[src/rtl/ones_count_pkg.sv]
// Shared definitions for the ones-count controller: default scan width and
// the FSM state encoding.
package ones_count_pkg;

  localparam int unsigned WIDTH_DEFAULT = 8;

  typedef enum logic [1:0] {
    ST_IDLE  = 2'd0,
    ST_CLEAR = 2'd1,
    ST_SHIFT = 2'd2,
    ST_DONE  = 2'd3
  } state_t;

endpackage

[src/rtl/ones_count_sreg.sv]
// Loadable right-shift register feeding the ones-count FSM.
// Ports:
//   clk, rst_n     - clock, asynchronous active-low reset
//   i_load         - capture i_data (takes priority over shift)
//   i_shift        - shift right by one, zero fill
//   i_data         - word to capture
//   o_data         - current register contents
//   o_lsb_c        - bit being scanned this cycle
//   o_rem_zero_c   - no 1-bits remain above the LSB
module ones_count_sreg
  import ones_count_pkg::*;
#(
  parameter int unsigned WIDTH = WIDTH_DEFAULT
) (
  input  logic             clk,
  input  logic             rst_n,
  input  logic             i_load,
  input  logic             i_shift,
  input  logic [WIDTH-1:0] i_data,
  output logic [WIDTH-1:0] o_data,
  output logic             o_lsb_c,
  output logic             o_rem_zero_c
);

  logic [WIDTH-1:0] r_sreg;

  // Shift register storage
  always_ff @(posedge clk or negedge rst_n) begin
    if (!rst_n) begin
      r_sreg <= '0;
    end else if (i_load) begin
      r_sreg <= i_data;
    end else if (i_shift) begin
      r_sreg <= r_sreg >> 1;
    end
  end

  assign o_data       = r_sreg;
  assign o_lsb_c      = r_sreg[0];
  assign o_rem_zero_c = (r_sreg[WIDTH-1:1] == '0);

endmodule

[src/rtl/ones_count_ctrl.sv]
// Ones-count controller: scans a captured word LSB-first and drives the
// clear/increment strobes of a downstream bit counter, then pulses Done.
// Configuration macro: ONES_COUNT_EARLY_EXIT_EN -- when defined, the scan
// ends as soon as no 1-bits remain in the shift register.
// Ports:
//   clk          - clock, rising edge
//   reset        - asynchronous active-low reset
//   Start        - scan request, accepted only while Ready
//   DataIn       - word to scan, captured on the accepting edge
//   Ready        - idle, Start accepted
//   ClearCounter - one-cycle clear of the downstream counter
//   IncCounter   - one pulse per scanned 1-bit
//   Done         - one-cycle pulse, downstream count valid
module ones_count_ctrl
  import ones_count_pkg::*;
#(
  parameter int unsigned WIDTH = WIDTH_DEFAULT
) (
  input  logic             clk,
  input  logic             reset,
  input  logic             Start,
  input  logic [WIDTH-1:0] DataIn,
  output logic             Ready,
  output logic             ClearCounter,
  output logic             IncCounter,
  output logic             Done
);

  localparam int unsigned IDX_W = $clog2(WIDTH);
  localparam logic [IDX_W-1:0] IDX_LAST = IDX_W'(WIDTH - 1);

`ifdef ONES_COUNT_EARLY_EXIT_EN
  localparam bit EARLY_EXIT = 1'b1;
`else
  localparam bit EARLY_EXIT = 1'b0;
`endif

  state_t           r_state;
  state_t           w_next_state;
  logic [IDX_W-1:0] r_idx;
  logic [IDX_W-1:0] w_idx_next;
  logic             w_load;
  logic             w_shift;
  logic [WIDTH-1:0] w_sreg;
  logic             w_lsb;
  logic             w_rem_zero;
  logic             w_next_lsb;
  logic             r_ready;
  logic             r_clear;
  logic             r_inc;
  logic             r_done;

  ones_count_sreg #(
    .WIDTH (WIDTH)
  ) u_sreg (
    .clk          (clk),
    .rst_n        (reset),
    .i_load       (w_load),
    .i_shift      (w_shift),
    .i_data       (DataIn),
    .o_data       (w_sreg),
    .o_lsb_c      (w_lsb),
    .o_rem_zero_c (w_rem_zero)
  );

  // State, index and registered output strobes
  always_ff @(posedge clk or negedge reset) begin
    if (!reset) begin
      r_state <= ST_IDLE;
      r_idx   <= '0;
      r_ready <= 1'b1;
      r_clear <= 1'b0;
      r_inc   <= 1'b0;
      r_done  <= 1'b0;
    end else begin
      r_state <= w_next_state;
      r_idx   <= w_idx_next;
      r_ready <= (w_next_state == ST_IDLE);
      r_clear <= (w_next_state == ST_CLEAR);
      r_inc   <= (w_next_state == ST_SHIFT) && w_next_lsb;
      r_done  <= (w_next_state == ST_DONE);
    end
  end

  // Next-state, shift-register control and next output values
  always_comb begin
    w_next_state = r_state;
    w_idx_next   = r_idx;
    w_load       = 1'b0;
    w_shift      = 1'b0;
    unique case (r_state)
      ST_IDLE: begin
        if (Start) begin
          w_load       = 1'b1;
          w_idx_next   = '0;
          w_next_state = ST_CLEAR;
        end
      end
      ST_CLEAR: begin
        w_next_state = ST_SHIFT;
      end
      ST_SHIFT: begin
        w_shift = 1'b1;
        // Index returns to zero on exit so it never wraps past WIDTH-1
        if ((r_idx == IDX_LAST) || (EARLY_EXIT && w_rem_zero)) begin
          w_idx_next   = '0;
          w_next_state = ST_DONE;
        end else begin
          w_idx_next = r_idx + IDX_W'(1);
        end
      end
      ST_DONE: begin
        w_next_state = ST_IDLE;
      end
      default: begin
        w_next_state = ST_IDLE;
      end
    endcase
    // Bit that sits in the LSB after this edge (bit 1 when shifting)
    w_next_lsb = w_shift ? (|(w_sreg & WIDTH'(2))) : w_lsb;
  end

  assign Ready        = r_ready;
  assign ClearCounter = r_clear;
  assign IncCounter   = r_inc;
  assign Done         = r_done;

endmodule

[config.mk]
export PLATFORM = sky130hd
export DESIGN_NAME = ones_count_ctrl
export DESIGN_NICKNAME = d
export VERILOG_FILES = /design/src/rtl/ones_count_pkg.sv /design/src/rtl/ones_count_sreg.sv /design/src/rtl/ones_count_ctrl.sv
export SDC_FILE = /design/constraint.sdc
export NUM_CORES = 1
export LEC_CHECK = 0
export ABC_AREA = 0
export BUFFER_PORTS_ARGS = -buffer_cell sky130_fd_sc_hd__buf_2
export CAP_MARGIN = 20
export CORE_ASPECT_RATIO = 1.4
export CORE_MARGIN = 2
export CORE_UTILIZATION = 30
export CTS_CLUSTER_DIAMETER = 200
export DETAILED_ROUTE_END_ITERATION = 12
export SYNTH_ARGS = -nofsm -noshare
export SYNTH_HDL_FRONTEND = slang
export SYNTH_SLANG_ARGS = --single-unit
[constraint.sdc]
create_clock -name clk -period 1.6 [get_ports clk]
set_clock_uncertainty 0.1 [all_clocks]
set_input_delay 0.08 -clock clk [delete_from_list [all_inputs] [get_ports clk]]
set_output_delay 0.08 -clock clk [all_outputs]
set_load 0.03 [all_outputs]
* Yosys cells after proc, flatten, opt, wreduce, memory -nomap -nowiden
Index checks and enable logic that the tools add are counted.
** Storage, ports and cells
- Flip-flop bits (word level) :: 17
- Bits of input ports :: 11
- Output and inout bits :: 4
- Logic and storage cells :: 34
** Cells by class
- Add/subtract/negate cells :: 1
- Equality and inequality tests :: 8
- Multiplexer cells :: 12
- Reductions and logical operators :: 6
** Operator list (count)
- $mux 8 :: 2
- $eq 2x2->1 const B :: 4
- $pmux 2 s4 :: 1
- $mux 3 :: 2
- $pmux 3 s2 :: 1
- $eq 2x1->1 const B :: 2
- $logic_not 2->1 :: 2
- $mux 1 :: 4
- $mux 2 :: 2
- $reduce_bool 2->1 :: 2
- $add 3x1->3 const B :: 1
- $eq 3x3->1 const B :: 1
- $ne 2x2->1 const B :: 1
- $reduce_and 2->1 :: 1
- $logic_and 1x1->1 :: 1

* Longest topological paths before layout
- Depth in word-level cells :: 5
- Mapped depth :: 6
- Depth with buffers taken out :: 5

* Cells and area by module
Synthesis repeated with hierarchy kept, for this count alone.
** Unflattened totals
- Cell total of the unflattened synthesis :: 71
- Area, all modules :: 803.3 µm²
** By module, submodules not included
- ones_count_ctrl :: instances 1, cells an instance 34, area an instance 420.4 µm², seq. area each 226.5 µm²
- ones_count_sreg :: instances 1, cells an instance 37, area an instance 382.9 µm², seq. area each 200.2 µm²

* Worst setup path after synthesis
No wires, ideal clock.
- Kind :: flip-flop to flip-flop
- Start point :: register r_idx[0]
- End point :: register r_done (netlist: Done)
- Setup time :: 119 ps
- Arrival :: 1155 ps
- Data required time :: 1381 ps
- Path slack :: 226 ps
- Cell stages (with the launch flop) :: 6
- Buffers on the path :: 0
- Clock period less this slack :: 1374 ps
- Cell sequence :: dfrtp_1 -> ha_1 -> ha_1 -> mux2i_1 -> a21oi_2 -> and2_1
** On the way
- Cells in the longest elaborated chain, start to end :: 4
** RTL lines
- start, declared :: RTL line ones_count_ctrl.sv:40 : logic [IDX_W-1:0] r_idx;
- start signal, assigned :: RTL line ones_count_ctrl.sv:77 : r_idx <= w_idx_next;
- $eq 3x3->1 :: RTL line ones_count_ctrl.sv:105 : if ((r_idx == IDX_LAST) || (EARLY_EXIT && w_rem_zero)) begin
- $mux 2 :: RTL line ones_count_ctrl.sv:105
- $pmux 2 s4 :: RTL line ones_count_ctrl.sv:91 : unique case (r_state)
- via w_next_state[0] :: RTL line ones_count_ctrl.sv:39 : state_t w_next_state;
- $eq 2x2->1 :: RTL line ones_count_ctrl.sv:81 : r_done <= (w_next_state == ST_DONE);
- end signal, assigned :: RTL line ones_count_ctrl.sv:81
- end, declared :: RTL line ones_count_ctrl.sv:51 : logic r_done;
The timed path passes the listed nets, and every way through them passes these cells.
A chain may end at the register's enable or synchronous reset.

* Worst setup path in the final report
Ends and elaborated chain as after synthesis.

==> metrics.md <==
| Metric | Value |
|---|---|
| Synth cell types | `18` |
| Die width | `47.2 um` |
| GR Overflow Total | `0` |
| Seq pwr share | `40.6%` |
| CP delay by family, top | `adder cells` |
| Clk pin slew, worst setup/hold paths | `0.10 ns` |
| Clock power frac | `13.1%` |
| First-pass GRT wire length | `2390 um` |
| CP Class | `flop to flop` |
| Net Count, Synth | `84` |
| Setup TNS | `0 ns` |
| Top-count cell post-synth | `dfrtp_1` |
| Vias/cell | `4.31` |
| PortBufs | `14` |
| Core Region | `2440 um^2` |
| Logic gate share of total power | `46.3%` |
| Final ANT Viol Nets | `0` |
| WL/cell | `11.0 um` |
| Cell repeated most along the worst path | `ha_1` |
| Sequential area share after synthesis | `54.6%` |
| Rel. slew slack | `74.5%` |
| Ys Warns | `0` |
| Initial core utilization | `32.0%` |
| RSZ-0062 raised after global routing | `no` |
| HPWL Detailed | `1020 um` |
| Initial DRC count | `19` |
| TritonCTS clock tree | `built` |
| Top FF cell, synth | `dfrtp_1` |
| Share of cells above drive strength 1 | `24.2%` |
| Final WL | `1420 um` |
| CP required | `1.70 ns` |
| Startpoint types | `flop` |
| Ys async rst share | `100%` |
| Final setup fails | `0` |
| Clock root cell | `clkbuf_4` |
| EDFF count, synth | `0` |
| Later-pin clock latency in the skew report | `0.29 ns` |
| Max incr delay on CP | `0.41 ns` |
| Worst vdd ir | `0.816 mV` |
| Max H-tree Level | `1` |
| Worst-Margin Slew | `0.382 ns` |
| Mapped cell area | `782 um^2` |
| Critical Path AT | `1.60 ns` |
| Slew Viols, Final | `0` |
| Initial antenna violation count | `0` |
| Largest net degree at the start of global routing | `18` |
| Mapped Cells | `68` |
| # rows | `21` |
| CP max-delay cell | `dfrtp_1` |
| Clock Sinks | `17` |
| Hold Path Class | `primary input to async pin` |
| CTS Buf Count | `3` |
| P&R area growth vs syn | `29.6%` |
| GRT Util Overall | `11.2%` |
| Gpl congestion | `0.703` |
| Mapped Avg Cell Area | `11.5 um^2` |
| Post-synth top area share | `51.2%` |
| Maximum clock insertion buffer count | `2` |
| Psw | `0.672 mW` |
| Die ar. | `3040 um^2` |
| Final min period | `1.50 ns` |
| Via count | `556` |
| Final nets | `112` |
| Maxcap violations | `0` |
| Fmax | `666 MHz` |
| Fin util | `41.5%` |
| DR DRC count | `0` |
| Switching Share | `38.0%` |
| Synth area leaders | `dfrtp_1 51%, mux2i_1 12%, ha_1 8.0%` |
| # diodes | `0` |
| Status | `complete, no violations` |
| P per Cell Area | `1740 nW/um^2` |
| Pre-antenna DRT Iters | `3` |
| Synth cell count leaders | `16 x dfrtp_1, 11 x nand2_1, 9 x mux2i_1` |
| Setup Fix Bufs, Post-CTS | `0` |
| WP buf/inv | `0` |
| Internal power | `1.09 mW` |
| Leakage | `0.490 nW` |
| Yosys reg bits | `17` |
| Final Hold Vio Count | `0` |
| Crit. End Element | `flop` |
| Final Cycle Share | `93.9%` |
| Critical-path cell list | `ha_1, ha_1, mux2i_1, a21oi_2, and2_1` |
| Chip Height | `64.4 um` |
| Vias in the first global route | `565` |
| I/O pins | `15` |
| Post-synth top area cell | `dfrtp_1` |
| CP max FO | `5` |
[logic make-up (layout without fill, tap and decap cells)]
kind of cell,count (synthesis),count (layout),share of synthesized area (%)
adder cells (fa/ha/maj),5,5,8.00
buffers and inverters,5,32,4.32
multiplexers,9,9,11.5
AND/OR/NAND/NOR,20,20,12.2
flip-flops,17,17,54.6
AO/OA/AOI/OAI,12,12,9.44
[cell type report]
type / count / area [um^2]
Sequential cell: 17 / 427
Inverter: 3 / 11.3
Tap cell: 34 / 42.5
Fill cell: 243 / 1430
Timing Repair Buffer: 25 / 178
Clock buffer: 4 / 26.3
Multi-Input combinational cell: 46 / 329
[placed cells by master (no fill, tap or decap)]
master / instances
buf_4: 1
a32o_1: 1
a21oi_1: 1
o21ai_0: 7
inv_1: 3
dfstp_2: 1
buf_2: 14
dfrtp_1: 16
and2b_1: 1
o31ai_1: 2
dlygate4sd3_1: 10
nor2_1: 3
clkbuf_1: 1
nor3b_2: 1
ha_2: 1
and2_1: 1
and2_4: 1
nand2_1: 11
ha_1: 4
clkbuf_4: 3
mux2i_1: 9
nand2b_1: 2
a21oi_2: 1
[power groups by stage]
| stage | clock network, mW | registers [mW] | logic, mW |
|---|---|---|---|
| finish | 0.232 | 0.716 | 0.817 |
| global route | 0.252 | 0.739 | 0.921 |
| detailed placement | 0 | 0.723 | 0.801 |
| floorplan | 0 | 0.767 | 0.595 |
| CTS | 0.240 | 0.719 | 0.817 |
| global placement | 0 | 0.723 | 0.773 |
[flip-flops by register name, indices dropped and copies added (netlist names)]
| name | flops |
|---|---|
| Done | 1 |
| r_idx | 3 |
| Ready | 1 |
| ClearCounter | 1 |
| u_sreg.o_data | 8 |
| IncCounter | 1 |
| r_state | 2 |
[what timing repair did]
item                                    in CTS  in global routing
hold buffers                                10                  0
endpoints found under the setup margin       0                  2
endpoints found under the hold margin       25                  0
gates resized for setup                      0                  2
[stage by stage]
step	setup WS (ns)	hold WS [ns]	power (mW)	instance area (um^2)	cells
floorplan	0.226	-0.316	1.36	782	68
global placement	0.0827	-0.0823	1.50	880	115
detailed placement	0.103	-0.0749	1.52	880	115
CTS	0.0565	0.133	1.78	1010	129
global route	0.0113	0.164	1.91	1010	129
finish	0.0984	0.122	1.77	1010	129
[worst paths after layout]
path	start	end	slack [ns]	cells after the start
max	r_idx[0]	Done	0.1	5
min	reset	IncCounter	0.12	2
max reg2reg	r_idx[0]	Done	0.1	5
min reg2reg	r_idx[1]	r_idx[1]	0.40	2
max in group asynchronous	reset	Ready	0.97	2
min in group clk	r_idx[1]	r_idx[1]	0.40	2
[layer usage]
metal  up-vias  track usage, %  part of all wire [%]
met4         0            7.29                   3.1
met2        11            17.8                    50
met3         5            1.95                   3.2
met1       257            13.2                    43
li1        283               -                     -
met5         -               0                     0
Power figures use the tool's default switching activity.
